[src/rtl/m_serial_tx.sv]
// Parallel-to-serial transmitter: accepts a D_N-bit word on a valid/ready
// handshake and sends it LSB first, followed by one even-parity bit.
module m_serial_tx #(
  parameter int D_N = 32
) (
  input  logic           w_clk,
  input  logic           w_rst_n,
  input  logic [D_N-1:0] w_din,
  input  logic           w_valid,
  output logic           w_ready,
  output logic           w_sout,
  output logic           w_sframe,
  output logic           w_spar
);

  localparam int             CW   = $clog2(D_N) + 1;
  localparam logic [CW-1:0]  LAST = CW'(D_N - 1);

  typedef enum logic [1:0] {
    S_IDLE,
    S_DATA,
    S_PAR
  } state_e;

  state_e          state_q, state_d;
  logic [D_N-1:0]  r_sh_q, r_sh_d;
  logic            r_par_q, r_par_d;
  logic [CW-1:0]   cnt_q, cnt_d;
  logic            sout_q, sout_d;
  logic            sframe_q, sframe_d;
  logic            spar_q, spar_d;
  logic            accept;

  // Ready depends on state alone, so the producer never sees a loop through valid.
  assign w_ready = (state_q != S_DATA);
  assign accept  = w_valid && w_ready;

  always_comb begin
    // NOTE: every variable gets a default first so no path leaves it unassigned,
    // which would otherwise infer a latch.
    state_d = state_q;
    r_sh_d  = r_sh_q;
    r_par_d = r_par_q;
    cnt_d   = cnt_q;

    unique case (state_q)
      S_IDLE, S_PAR: begin
        if (accept) begin
          state_d = S_DATA;
          r_sh_d  = w_din;
          r_par_d = ^w_din;
          cnt_d   = '0;
        end else begin
          state_d = S_IDLE;
        end
      end
      S_DATA: begin
        r_sh_d = r_sh_q >> 1;
        cnt_d  = cnt_q + CW'(1);
        if (cnt_q == LAST) begin
          state_d = S_PAR;
        end
      end
      default: state_d = S_IDLE;
    endcase

    // Serial outputs are computed from the next state and registered, so the
    // pins are pure flop outputs and bit 0 appears the cycle after accept.
    sframe_d = (state_d == S_DATA);
    spar_d   = (state_d == S_PAR);
    if (sframe_d) begin
      sout_d = r_sh_d[0];
    end else if (spar_d) begin
      sout_d = r_par_d;
    end else begin
      sout_d = 1'b0;
    end
  end

  // NOTE: sequential state uses non-blocking assignments so every flop samples
  // the pre-edge values regardless of statement order.
  always_ff @(posedge w_clk or negedge w_rst_n) begin
    if (!w_rst_n) begin
      state_q  <= S_IDLE;
      r_sh_q   <= '0;
      r_par_q  <= 1'b0;
      cnt_q    <= '0;
      sout_q   <= 1'b0;
      sframe_q <= 1'b0;
      spar_q   <= 1'b0;
    end else begin
      state_q  <= state_d;
      r_sh_q   <= r_sh_d;
      r_par_q  <= r_par_d;
      cnt_q    <= cnt_d;
      sout_q   <= sout_d;
      sframe_q <= sframe_d;
      spar_q   <= spar_d;
    end
  end

  assign w_sout   = sout_q;
  assign w_sframe = sframe_q;
  assign w_spar   = spar_q;

endmodule

[config.mk]
export PLATFORM = sky130hd
export DESIGN_NAME = m_serial_tx
export DESIGN_NICKNAME = d
export VERILOG_FILES = /design/src/rtl/m_serial_tx.sv
export SDC_FILE = /design/constraint.sdc
export NUM_CORES = 1
export LEC_CHECK = 0
export BUFFER_PORTS_ARGS = -buffer_cell sky130_fd_sc_hd__buf_2
export CORE_UTILIZATION = 55
export DETAILED_ROUTE_END_ITERATION = 7
export PLACE_DENSITY = 0.79
export SLEW_MARGIN = 20
export SYNTH_ARGS = -nofsm -noshare
export SYNTH_HDL_FRONTEND = slang
export SYNTH_SLANG_ARGS = --single-unit
[constraint.sdc]
create_clock -name w_clk -period 4.05 [get_ports w_clk]
set_clock_uncertainty 0.05 [all_clocks]
set_input_delay 0.6075 -clock w_clk [delete_from_list [all_inputs] [get_ports w_clk]]
set_output_delay 0.6075 -clock w_clk [all_outputs]
set_load 0.01 [all_outputs]
Yosys cells after proc, flatten, opt, wreduce, memory -nomap -nowiden
Index checks and enable logic that the tools add are counted.

operators by class
  reductions and logical operators = 6
  multiplexer cells = 11
  equal/unequal tests = 7
  $add $sub $neg = 1

operators by type and width
  kind                 number
  $pmux 32 s2          1
  $mux 32              1
  $reduce_xor 32->1    1
  $pmux 6 s2           1
  $add 6x1->6 const B  1
  $eq 6x5->1 const B   1
  $mux 6               1
  $mux 1               5
  $eq 2x1->1 const B   2
  $eq 2x2->1 const B   2
  $pmux 2 s2           1
  $logic_not 2->1      1
  $mux 2               1
  $ne 2x1->1 const B   1
  $ne 2x2->1 const B   1
  $reduce_and 2->1     1
  $reduce_bool 2->1    1
  $reduce_or 2->1      1
  $logic_and 1x1->1    1

word-level totals
  output and inout port bits = 4
  input port bits = 35
  logic and storage cells = 33
  flip-flop bits (word level) = 44

Longest topological paths before layout
Gate-level depths: netlist of run 1.

  word-level depth = 7
  depth in mapped cells = 7
  gate-level depth less buffers = 6

Least setup slack after synthesis of run 1
No wires, ideal clock.

  path kind = input port to flip-flop
  from = input port w_din[7]
  to = register r_par_q
  path buffers = 0
  arrival = 1,417 ps
  setup slack = 2,460 ps
  cell stages on the path = 6
  setup time = 123 ps
  cell sequence = xor2_1 -> xnor2_1 -> xnor2_1 -> xnor2_1 -> xnor2_1 -> o21ai_1

between the ends
  cells in the longest elaborated chain, start to end = 3

RTL lines
  element                 RTL line  source
  start: declaration      8         input logic [D_N-1:0] w_din,
  $reduce_xor 32->1       51        r_par_d = ^w_din;
  $mux 1                  48        if (accept) begin
  $mux 1                  46        unique case (state_q)
  named net r_par_d       27        logic r_par_q, r_par_d;
  end signal: assignment  94        r_par_q <= r_par_d;
  end: declaration        27

The timed path passes the listed nets, and every way through them passes these cells.
A chain may end at the register's enable or synchronous reset.

Final worst setup path of run 1
  from = register state_q[0]
  to = output port w_ready

between the ends
  cells in the longest elaborated chain, start to end = 1

RTL lines
  element                   RTL line  source
  start: declaration        25        state_e state_q, state_d;
  start signal: assignment  92        state_q <= state_d;
  $ne 2x1->1                35        assign w_ready = (state_q != S_DATA);
  end: declaration          10        output logic w_ready,

Every way passes these cells.

==> results of run 1 <==
-- final cells by class --
class	instances	area [sq um]
sequential	43	1076
timing repair buffer	41	212.7
inverter	1	3.754
clock inverter	2	60.06
fill	295	1055
tap	46	57.56
clock buffer	6	72.57
multi-input combinational	156	930.9
-- power by group --
part	total, mW	switching [mW]	internal [mW]
logic	0.374	0.189	0.185
registers	0.683	0.100	0.583
clock network	0.391	0.144	0.246
-- layer usage --
layer	part of all wire [%]	track usage [%]
met1	48	33.45
met2	45	33.87
met3	4.8	4.710
met4	2.0	9.593
met5	0	0
-- final timing paths --
path,cells past startpoint,to,from,slack [ns]
setup reg to reg,6,r_sh_q[7]$_DFFE_PN0P_,state_q[0]$_DFF_PN0_,1.86
setup / recovery,4,w_ready,state_q[0]$_DFF_PN0_,1.75
max in group asynchronous,1,r_sh_q[22]$_DFFE_PN0P_,w_rst_n,2.99
hold / removal,1,state_q[1]$_DFF_PN0_,w_rst_n,0.39
min in group w_clk,2,r_sh_q[3]$_DFFE_PN0P_,r_sh_q[3]$_DFFE_PN0P_,0.43
hold reg to reg,2,r_sh_q[3]$_DFFE_PN0P_,r_sh_q[3]$_DFFE_PN0P_,0.43
-- logic make-up after synthesis --
group / share of synthesized area [%]
buffers and inverters: 2.676
xor gates and xnor gates: 13.20
AOI/OAI and AO/OA: 15.82
DFF: 52.31
and+or+nand+nor: 14.90
muxes: 0.4866
adders and majority gates: 0.6082
-- synthesized netlist by cell type, types with 2 or more instances --
cell type,n,area (sq um)
nand2_1,66,247.7
dfrtp_1,43,1076
a22oi_1,30,225.2
xnor2_1,27,236.5
o21ai_0,10,50.05
clkbuf_1,7,26.28
buf_2,5,25.02
xor2_1,4,35.03
a22o_1,2,17.52
a31oi_1,2,12.51
nand4_1,2,12.51
nor2b_1,2,12.51
nor4_1,2,12.51
-- flip-flops by register name (all words and copies together) (netlist names) --
signal and flops:
r_par_q 1, r_sh_q 31, w_spar 1, cnt_q 6, w_sframe 1, state_q 2
w_sout 1
-- metrics by stage --
| step | hold WS (ns) | area (sq um) |
|---|---|---|
| global placement | 0.4103 | 2281 |
| global route | 0.4572 | 2414 |
| finish | 0.3860 | 2414 |
| floorplan | 0.2619 | 2057 |
| CTS | 0.4313 | 2414 |
| detailed placement | 0.4150 | 2281 |
==> flow_summary.toml, run 1 <==
[cts]
cts-hold-fix-buffers = 0
cts_setup_buffers = 0
post_cts_resized = 0
clk_pin_slew_ns = 0.08
cts_max_level = 2
clk_path_buf_depth = 2
cts_tree = "yes"
clock_sinks = 43
cts_buffers = 5
cts_root_buf = "clkbuf_8"
clk_latency_ns = 0.29

[placed_design]
portBuffers = 38
dp.cells = 287
place_ws_ns = 1.608
dp_hpwl_microns = 2834
gp_congestion = 0.8059

[cells_and_area]
fin_util_pct = 69.59
layout.nets = 284
final_cells = 295
layout_common_cells = "66 x nand2_1, 43 x dfrtp_1, 38 x buf_2, 30 x a22oi_1, 27 x xnor2_1"
area_growth_pct = 17.34
drive_above_1_share_pct = 20.48
num_antenna_cells = 0
final_common_cell = "nand2_1"

[grt]
grt_pass1_wl_microns = 7072
grt_usage_pct = 23.20
overflow = 0
antenna_found_initial = 0
grt_start_max_net_pins = 44
grt_pass1_vias = 1518

[floorplan]
ios = 39
chipHeight_microns = 63.16
dieArea_sq_um = 3989
die_w_microns = 63.16
initial_core_util_pct = 59.31
row_count = 21
fp.coreArea_sq_um = 3468

[job]
drv_cap = 0

[timing]
timing.final.ws_setup_ns = 1.753
worst_pin_slew_ns = 0.9588
hold_viol = 0
finalSetupViolCount = 0
report.final.slew_viol_count = 0
period_share_pct = 56.73
fin_tns_setup_ns = 0
slew_headroom_pct = 36.01
rsz0062_at_grt = "false"
min_period_ns = 2.297
fmax_mhz = 435.3

[worst_setup_path]
end_kind = "output port"
cpPeakStageDelay_ns = 0.40
worst-setup-path-type = "reg2out"
critPathMaxFanout = 36
worstPathCellList = "nor2b_2 > buf_4 > inv_1 > buf_2"
start_kind = "flip-flop"
critPathTopFamily = "buffers and inverters"
worstPathBufferInverterCount = 3
worstPathRequired_ns = 3.39
cp.arrival_ns = 1.64
cp_slowest_cell = "dfrtp_1"

[yosys]
yosysWarningCount = 0
ys_seq_area_share_pct = 52.31
async_flop_share_pct = 100.0
syn_area_sq_um = 2057
synth_edf_count = 0
synth.net_count = 248
ys_types = 23
avgSynthCellArea_sq_um = 9.703
synthFlopType = "dfrtp_1"
ys_seq_elements = 43
syn-instance-count = 212

[status]
status = "finished clean"

[routing]
wire_per_inst_microns = 14.05
wirelength_microns = 4146
drt_pass1_iterations = 5
drc = 0
viasPerCell = 5.441
drt_iter0_markers = 137
antenna_left = 0
via_count = 1605

[power_and_ir_drop]
leakagePower_nw = 1.126
powerDensity_nw_per_um2 = 600.1
total_power_mw = 1.448
vdd_drop_max_mv = 0.4582

[min_path]
hp-class = "in2async"
No activity file was read; power rests on OpenSTA's default activity.
==> run 2: changes to the inputs <==
CORE_UTILIZATION = 54   (was 55)
PLACE_DENSITY = 0.78   (was 0.79)
clock period = 2.2 ns   (was 4.05 ns; I/O delays follow)
==> flow_summary.toml, run 2 (synthesized netlist as in run 1, its figures left out) <==
[timing]
fmax_mhz = 577.5
finalSetupViolCount = 0
period_share_pct = 78.71
slew_headroom_pct = 65.51
whs_ns = 0.04443
report.final.slew_viol_count = 0
hold_viol = 0
rsz0062_at_grt = "false"
worst_pin_slew_ns = 0.5173
min_period_ns = 1.732
fin_tns_setup_ns = 0

[placed_design]
dp.cells = 291
dp_hpwl_microns = 2998
gp_congestion = 0.8140
dpl-instance-area_sq_um = 2298
portBuffers = 38

[worst_setup_path]
critPathMaxFanout = 10
cp_slowest_cell = "dfrtp_1"
worstPathRequired_ns = 1.82
cp.arrival_ns = 1.35
end_kind = "output port"
worst-setup-path-type = "reg2out"
worstPathCellList = "nor2b_2 > inv_1 > buf_2"
start_kind = "flip-flop"
cpPeakStageDelay_ns = 0.38

[grt]
overflow = 0
grt_pass1_vias = 1500
grt_start_max_net_pins = 44
antenna_found_initial = 0
grt_usage_pct = 22.95
grt_pass1_wl_microns = 6989

[routing]
drt_pass1_iterations = 5
via_count = 1614
viasPerCell = 5.434
drc = 0
drt_iter0_markers = 86
antenna_left = 0
wirelength_microns = 4156
wire_per_inst_microns = 13.99

[cells_and_area]
top_register = "r_sh_q"
final_cell_area_sq_um = 2371
drive_above_1_share_pct = 20.48
largest_register_ffs = 31
final_common_cell = "nand2_1"
layout_common_cells = "66 x nand2_1, 43 x dfrtp_1, 38 x buf_2, 30 x a22oi_1, 27 x xnor2_1"
layout.nets = 286
num_antenna_cells = 0
largestRegisters = "r_sh_q (31), cnt_q (6), state_q (2)"
area_growth_pct = 15.27
final_cells = 297

[cts]
cts_root_buf = "clkbuf_8"
cts-hold-fix-buffers = 0
clock_sinks = 43
clk_latency_ns = 0.29
cts_max_level = 2
cts_tree = "yes"
post_cts_resized = 0
cts_buffers = 5
clk_pin_slew_ns = 0.07
clk_path_buf_depth = 2
cts_setup_buffers = 0

[floorplan]
row_count = 22
chipHeight_microns = 63.72
fp.coreArea_sq_um = 3661
die_w_microns = 63.72
dieArea_sq_um = 4060
initial_core_util_pct = 56.19
ios = 39

[power_and_ir_drop]
vdd_drop_max_mv = 0.5651
powerDensity_nw_per_um2 = 1010
seqPwrFrac_pct = 52.4
p_clk_share_pct = 18.5
switching_share_pct = 31.92
total_power_mw = 2.395
leakagePower_nw = 1.108
internal_power_mw = 1.630
pwr-share-comb_pct = 29.1
switchingPower_mw = 0.7644

[job]
drv_cap = 0

[status]
status = "finished clean"

[min_path]
hp-class = "in2async"
-- run 2: cell types whose count changed in the layout (fill, tap and decap cells not counted) --
cell and change:
buf_4 +2, bufinv_16 -2
-- run 2: final cells by class --
cell class / instances / area (sq um)
Inverter: 1 / 3.754
Timing Repair Buffer: 43 / 227.7
Tap cell: 48 / 60.06
Fill cell: 320 / 1290
Multi-Input combinational cell: 156 / 930.9
Sequential cell: 43 / 1076
Clock buffer: 6 / 72.57
-- run 2: final timing paths --
kind / startpoint / to / slack [ns] / cells after the start
setup / recovery: state_q[0]$_DFF_PN0_ / w_ready / 0.47 / 3
hold / removal: w_rst_n / cnt_q[1]$_DFFE_PN0P_ / 0.04 / 2
setup reg to reg: cnt_q[0]$_DFFE_PN0P_ / w_sout$_DFF_PN0_ / 0.66 / 5
hold reg to reg: r_sh_q[10]$_DFFE_PN0P_ / r_sh_q[10]$_DFFE_PN0P_ / 0.43 / 2
max in group asynchronous: w_rst_n / r_sh_q[13]$_DFFE_PN0P_ / 1.70 / 2
min in group w_clk: w_din[16] / r_sh_q[16]$_DFFE_PN0P_ / 0.23 / 3
-- run 2: worst max-delay path, delay by kind of cell, from the launching register on --
family	cells	cell delay [ns]
buffers and inverters	2	0.38
flip-flops	1	0.38
AND/OR/NAND/NOR	1	0.30
-- run 2: metrics by stage --
stage / utilization (%) / worst slack [ns]
after detailed placement: 62.78 / 0.5256
final: 64.76 / 0.4684
after floorplan: - / 0.7905
after global placement: 62.78 / 0.5797
after global routing: 64.76 / 0.3586
after CTS: 64.76 / 0.4673
-- run 2: routing by layer --
layer | part of all wire [%] | global-route usage, % | routed length, microns
met5 | 0 | 0 | 0
met4 | 1.8 | 7.955 | 73
met3 | 4.5 | 5.797 | 185
met2 | 47 | 35.37 | 1943
met1 | 47 | 31.38 | 1954
-- run 2: power groups by stage --
stage / Clock [mW] / Sequential (mW) / Combinational, mW
after floorplan: 0 / 1.22 / 0.531
after global placement: 0 / 1.25 / 0.681
after detailed placement: 0 / 1.26 / 0.705
after CTS: 0.455 / 1.25 / 0.707
after global routing: 0.498 / 1.29 / 0.796
final: 0.444 / 1.25 / 0.696
